**config.mk**
```make
export PLATFORM = sky130hd
export DESIGN_NAME = pipe_stage_reg
export DESIGN_NICKNAME = d
export VERILOG_FILES = /design/src/rtl/pipe_stage_reg.sv
export SDC_FILE = /design/constraint.sdc
export NUM_CORES = 1
export LEC_CHECK = 0
export ABC_AREA = 1
export BUFFER_PORTS_ARGS = -buffer_cell sky130_fd_sc_hd__buf_2
export CAP_MARGIN = 10
export CORE_MARGIN = 1
export CORE_UTILIZATION = 30
export CTS_CLUSTER_SIZE = 12
export DETAILED_ROUTE_END_ITERATION = 16
export PLACE_DENSITY = 0.63
export SLEW_MARGIN = 20
export SYNTH_ARGS = -nofsm -noshare
export SYNTH_HDL_FRONTEND = slang
export SYNTH_SLANG_ARGS = --single-unit
export TNS_END_PERCENT = 50
```
**constraint.sdc**
```tcl
create_clock -name clk -period 4.3 [get_ports clk]
set_clock_uncertainty 0.2 [all_clocks]
set_input_delay 0.215 -clock clk [delete_from_list [all_inputs] [get_ports clk]]
set_output_delay 0.215 -clock clk [all_outputs]
set_load 0.005 [all_outputs]
```
**src/rtl/pipe_stage_reg.sv**
```systemverilog
// Pipeline boundary register for the write-back bundle.
// It also carries the multi-cycle context loop and counts inserted bubbles.
module pipe_stage_reg #(
    parameter int DATA_W  = 32,
    parameter int ADDR_W  = 5,
    parameter int STALL_W = 6,
    parameter int STAGE   = 3,
    parameter int CNT_W   = 2,
    parameter int PERF_W  = 16
) (
    input  logic                clk,
    input  logic                rst,
    input  logic [STALL_W-1:0]  stall,
    input  logic                flush,
    input  logic                in_valid,
    input  logic [ADDR_W-1:0]   in_waddr,
    input  logic                in_we,
    input  logic [DATA_W-1:0]   in_wdata,
    input  logic                in_whilo,
    input  logic [DATA_W-1:0]   in_hi,
    input  logic [DATA_W-1:0]   in_lo,
    input  logic [2*DATA_W-1:0] ctx_i,
    input  logic [CNT_W-1:0]    cnt_i,
    output logic                out_valid,
    output logic [ADDR_W-1:0]   out_waddr,
    output logic                out_we,
    output logic [DATA_W-1:0]   out_wdata,
    output logic                out_whilo,
    output logic [DATA_W-1:0]   out_hi,
    output logic [DATA_W-1:0]   out_lo,
    output logic [2*DATA_W-1:0] ctx_o,
    output logic [CNT_W-1:0]    cnt_o,
    output logic [PERF_W-1:0]   bubble_cnt
);

    typedef enum logic [1:0] {
        ACT_FLUSH,
        ACT_BUBBLE,
        ACT_ADVANCE,
        ACT_HOLD
    } act_t;

    typedef struct packed {
        logic              valid;
        logic [ADDR_W-1:0] waddr;
        logic              we;
        logic [DATA_W-1:0] wdata;
        logic              whilo;
        logic [DATA_W-1:0] hi;
        logic [DATA_W-1:0] lo;
    } wb_t;

    wb_t               bundle_q;
    wb_t               bundle_in;
    act_t              act;
    logic              s;
    logic              n;
    logic              bub_sat;
    logic [PERF_W-1:0] bub_q;

    assign s       = stall[STAGE];
    assign n       = stall[STAGE+1];
    assign bub_sat = &bub_q;

    // Conditions are written to be mutually exclusive so unique holds.
    always_comb begin
        act = ACT_HOLD;
        unique case (1'b1)
            flush:               act = ACT_FLUSH;
            (!flush && s && !n): act = ACT_BUBBLE;
            (!flush && !s):      act = ACT_ADVANCE;
            default:             act = ACT_HOLD;
        endcase
    end

    always_comb begin
        bundle_in       = '0;
        bundle_in.valid = 1'b1;
        bundle_in.waddr = in_waddr;
        bundle_in.we    = in_we;
        bundle_in.wdata = in_wdata;
        bundle_in.whilo = in_whilo;
        bundle_in.hi    = in_hi;
        bundle_in.lo    = in_lo;
    end

    always_ff @(posedge clk or negedge rst) begin
        if (!rst) begin
            bundle_q <= '0;
            ctx_o    <= '0;
            cnt_o    <= '0;
            bub_q    <= '0;
        end else begin
            unique case (act)
                ACT_FLUSH: begin
                    bundle_q <= '0;
                    ctx_o    <= '0;
                    cnt_o    <= '0;
                end
                ACT_BUBBLE: begin
                    bundle_q <= '0;
                    ctx_o    <= ctx_i;
                    cnt_o    <= cnt_i;
                    if (!bub_sat) begin
                        bub_q <= bub_q + PERF_W'(1);
                    end
                end
                ACT_ADVANCE: begin
                    bundle_q <= in_valid ? bundle_in : '0;
                    ctx_o    <= '0;
                    cnt_o    <= '0;
                end
                ACT_HOLD: begin
                    ctx_o <= ctx_i;
                    cnt_o <= cnt_i;
                end
                default: begin
                    bundle_q <= '0;
                end
            endcase
        end
    end

    assign out_valid  = bundle_q.valid;
    assign out_waddr  = bundle_q.waddr;
    assign out_we     = bundle_q.we;
    assign out_wdata  = bundle_q.wdata;
    assign out_whilo  = bundle_q.whilo;
    assign out_hi     = bundle_q.hi;
    assign out_lo     = bundle_q.lo;
    assign bubble_cnt = bub_q;

endmodule

```
# ---- After elaboration in Yosys (flattened, before gate mapping)
# Index checks and enable logic that the tools add are counted.
# Widths: inputs -> output; s select.
dict set report totals {
  word_cells 33
  output_inout_bits 186
  inputBits 179
  regBits 186
}
dict set report op_classes {
  add_sub_neg 1
  n_bitwise 1
  n_eq_ne 3
  muxes 5
  n_reduce_logical 13
}
# operator count
set op_table {}
lappend op_table {{$pmux 104 s2} 1}
lappend op_table {{$pmux 64 s2} 1}
lappend op_table {{$mux 104} 1}
lappend op_table {{$add 16x1->16 const B} 1}
lappend op_table {{$reduce_and 16->1} 1}
lappend op_table {{$pmux 2 s3} 1}
lappend op_table {{$reduce_or 2->1} 3}
lappend op_table {{$eq 2x2->1 const B} 2}
lappend op_table {{$pmux 2 s2} 1}
lappend op_table {{$logic_and 1x1->1} 3}
lappend op_table {{$logic_not 1->1} 3}
lappend op_table {{$eq 2x1->1 const B} 1}
lappend op_table {{$logic_not 2->1} 1}
lappend op_table {{$reduce_and 2->1} 1}
lappend op_table {{$reduce_bool 2->1} 1}
lappend op_table {{$not 1->1} 1}

# ---- Depth between registers and ports, before layout
dict set report logic_depth {
  word_depth 7
  depth_mapped 9
  mapped_depth_nobuf 8
}

# ---- Worst setup path after synthesis
# OpenSTA, ideal clock, no wires.
dict set report synth_timing {
  path_type {register -> register}
  from {reg bub_q[0], in the netlist bubble_cnt[0]}
  to {reg bub_q[11], in the netlist bubble_cnt[11]}
  path_stages_with_launch 10
  synth_period_minus_slack_ns 1.707
  t_arrival_ns 1.390
  slack_ns 2.593
  required_time_ns 3.984
  cell_sequence {dfrtp_1 > ha_1 > nand3_2 > clkinv_1 > nand2_2 > o21ai_4 > inv_2 > buf_6 > nand2_1 > nand2_1}
}
dict set report synth_between {
  elab_chain_cells 3
}
# item line_no
set synth_lines {}
lappend synth_lines {{start, declared} 59} ;# logic [PERF_W-1:0] bub_q;
lappend synth_lines {{start signal, assigned} 105} ;# bub_q <= bub_q + PERF_W'(1);
lappend synth_lines {{branches (longest 3 deep; another with $add 16x1->16)} -}
# Parallel ways; which one is timed is not known.
# A chain may end at the register's enable or synchronous reset.

# ---- Worst setup path in the final report
dict set report layout_timing {
  from {reg bub_q[0], in the netlist bubble_cnt[0]}
  to {reg bub_q[15], in the netlist bubble_cnt[15]}
}
# The elaborated chain is that of the path after synthesis.

==> flow_metrics.env <==
export IMPL_seqPwrFrac_pct=46.6
export IMPL_p_sw_w=0.001073
export IMPL_hold_viol_final=0
export IMPL_portBuffers=360
export IMPL_crit_path_start="bubble_cnt[0]"
export IMPL_cts_made_buffers=17
export IMPL_crit_chain="ha_1 -> nand3_2 -> clkinv_1 -> nand2_2 -> o21ai_4 -> inv_2 -> nand2_1 -> nand2_1"
export IMPL_layout_drive_gt1_share_pct=30.78
export IMPL_clk_latency_ns=0.42
export IMPL_drt_initial_drc_count=440
export IMPL_clk_pin_slew_worst_paths_ns=0.07
export IMPL_root_buffer="clkbuf_16"
export IMPL_grt_antenna_before_repair=0
export IMPL_grt_pass1_wl_um=39940
export IMPL_synth_yosys_seq_area_share_pct=62.61
export IMPL_fin_area_sq_um=11790
export IMPL_dpl_cell_area_sq_um=9477
export IMPL_power_density_nw_per_um2=339.1
export IMPL_layout_commonest_cell="buf_2"
export IMPL_worst_pin_slew_ns=0.7948
export IMPL_min_path_cells=4
export IMPL_rows=57
export IMPL_dr_pass1_iters=5
export IMPL_p_int_w=0.002927
export IMPL_synth_fp_nets=996
export IMPL_p_leak_nw=6.845
export IMPL_ant_nets=0
export IMPL_synth_cell_type_count=22
export IMPL_min_path_type="primary input to flop"
export IMPL_final_cell_mix="357 x buf_2, 213 x nand3_1, 186 x dfrtp_1, 171 x nand2_1, 170 x dlygate4sd3_1"
export IMPL_startpoint_type="flop"
export IMPL_cp_num_buf_inv=2
export IMPL_setup_worst_path_end="bubble_cnt[15]"
export IMPL_fin_nets=1499
export IMPL_rsz0062_at_grt="false"
export IMPL_htreeDepth=4
export IMPL_place_congestion=0.7911
export IMPL_timing_max_transition_violations_final=0
export IMPL_critical_path_top_delay_family="flip-flops"
export IMPL_die_area_sq_um=25420
export IMPL_crit_required_ns=4.41
export IMPL_cp_end_kind="flop"
export IMPL_slowest_stage="dfrtp_1"
export IMPL_vias=7478
export IMPL_fmaxAchievable_ghz=0.4797
export IMPL_r2r_end="bubble_cnt[15]"
export IMPL_core_sq_um=24320
export IMPL_cp_depth=8
export IMPL_area_growth_pct=58.62
export IMPL_fillers=2250
export IMPL_initial_core_util_pct=30.57
export IMPL_synthCells=816
export IMPL_r2r_cells=8
export IMPL_ff_latch_area_sq_um=4654
export IMPL_clk_path_buf_depth=2
export IMPL_avgSynthCellArea_sq_um=9.111
export IMPL_die_y_um=159.4
export IMPL_grt_max_degree=95
export IMPL_pwr_share_comb_pct=12.8
export IMPL_power_w=0.003999
export IMPL_via_per_inst=4.516
export IMPL_cts_sinks=186
export IMPL_routed_wl_um=25090
export IMPL_finalSetupViolCount=0
export IMPL_grt_pass1_vias=7696
export IMPL_status="completed"
export IMPL_period_share_pct=48.48
export IMPL_n_antenna_cell=0
export IMPL_arrival_ns=2.19
export IMPL_drc_errors=0
export IMPL_rrSetupSlack_ns=2.22
export IMPL_cpPeakStageDelay_ns=0.42
export IMPL_pin_count=365
export IMPL_yosys_warnings=0
export IMPL_ys_seq_elements=186
export IMPL_netSwitchingFraction_pct=26.82
export IMPL_rr_startpoint="bubble_cnt[0]"
export IMPL_irDropWorstVdd_mv=0.2059
export IMPL_clockPowerShare_pct=40.6
export IMPL_overflow=0
export IMPL_slew_headroom_pct=47.01
export IMPL_cp_max_fo=18
export IMPL_cts_tree="done"
export IMPL_fp_dieW_um=159.4
export IMPL_wire_per_inst_um=15.15
export IMPL_period_minus_slack_ns=2.084
export IMPL_cpMostUsedCell="nand2_1"
export IMPL_setup_tns_final_ns=0
export IMPL_syn_area_sq_um=7435
export IMPL_track_usage_pct=19.84
export IMPL_critical_path_class="flop to flop"
export IMPL_dp_hpwl_um=15430
export IMPL_multiInputGateArea_sq_um=2217
export IMPL_cap_violations=0
-- stage by stage --
stage / hold slack [ns] / setup slack, ns / instances / util, %
4_1_cts: 0.01380 / 2.190 / 1656 / 48.49
5_1_grt: 0.03456 / 2.018 / 1656 / 48.49
3_3_place_gp: 0.1529 / 2.218 / 1454 / 38.97
3_5_place_dp: 0.1560 / 2.185 / 1454 / 38.97
2_1_floorplan: -0.2806 / 2.593 / 816 / -
6_report: 0.01845 / 2.216 / 1656 / 48.49
-- layer usage --
layer	track usage [%]	part of all wire (%)
met5	0	0
met1	22.97	41
met3	4.585	5.8
met4	6.818	2.3
met2	35.85	51
-- synthesized netlist by cell type --
cell / instances / area, sq um
nand4_1: 4 / 25.02
o21ai_4: 1 / 16.27
or2_1: 1 / 6.260
inv_2: 2 / 7.510
nand3b_1: 1 / 7.510
nand3_2: 1 / 10.01
nand2_1: 171 / 641.9
inv_1: 79 / 296.5
buf_2: 9 / 45.04
o21ai_0: 6 / 30.03
nand3_1: 213 / 1066
ha_1: 1 / 12.51
clkbuf_1: 24 / 90.09
buf_1: 14 / 52.55
nor2_1: 84 / 315.3
buf_4: 7 / 52.55
xnor2_1: 7 / 61.31
dfrtp_1: 186 / 4654
clkinv_1: 1 / 3.750
nand2_2: 1 / 6.260
buf_6: 2 / 22.52
nor2_4: 1 / 11.26
-- worst min path at each step --
stage | start | to | slack [ns]
2_1_floorplan | rst | bubble_cnt[0] | -0.28
3_3_place_gp | rst | bubble_cnt[9] | 0.15
3_5_place_dp | rst | bubble_cnt[9] | 0.16
4_1_cts | stall[3] | out_valid | 0.01
5_1_grt | stall[3] | out_lo[2] | 0.03
6_report | stall[3] | out_valid | 0.02
-- flip-flops by register name (all words and copies together), names as in the netlist --
signal	count
out_we	1
out_wdata	32
bubble_cnt	16
ctx_o	64
out_whilo	1
cnt_o	2
out_waddr	5
out_valid	1
out_lo	32
out_hi	32
-- logic make-up (layout without fill, tap and decap cells) --
kind of cell	Yosys count	count (layout)	share of synthesized area [%]
AOI/OAI and AO/OA	7	7	0.6228
adders and majority gates	1	1	0.1683
and+or+nand+nor	477	477	28.11
buffers and inverters	138	654	7.674
xor gates and xnor gates	7	7	0.8247
DFF	186	186	62.61
-- worst min-delay path, cell delays in order --
cell and delay (ns):
buf_2 0.11, nor2_4 0.13, nand2_1 0.09, nand2_1 0.05
-- power by group through the flow --
stage / sequential, W / combinational (W) / clock (W)
final: 0.00186 / 0.000512 / 0.00162
after global routing: 0.00187 / 0.000564 / 0.00173
after CTS: 0.00186 / 0.000512 / 0.00167
after detailed placement: 0.00190 / 0.000390 / 0
after global placement: 0.00189 / 0.000384 / 0
after floorplan: 0.00190 / 0.000150 / 0
-- cell type report --
type	instances	share of cell area (%)
multi-input cells	492	18.80
clock inverters	14	1.485
clock buffers	18	3.724
well taps	324	3.438
inverters	82	2.621
repair buffers	540	30.46
flip-flops and latches	186	39.47
-- timing repair --
action / 4_1_cts / 5_1_grt
setup buffers: 0 / 0
gates resized for setup: 0 / 0
hold buffers: 170 / 0
endpoints found under the hold margin: 260 / 0
Note: power is estimated with default switching activity, not from simulation.
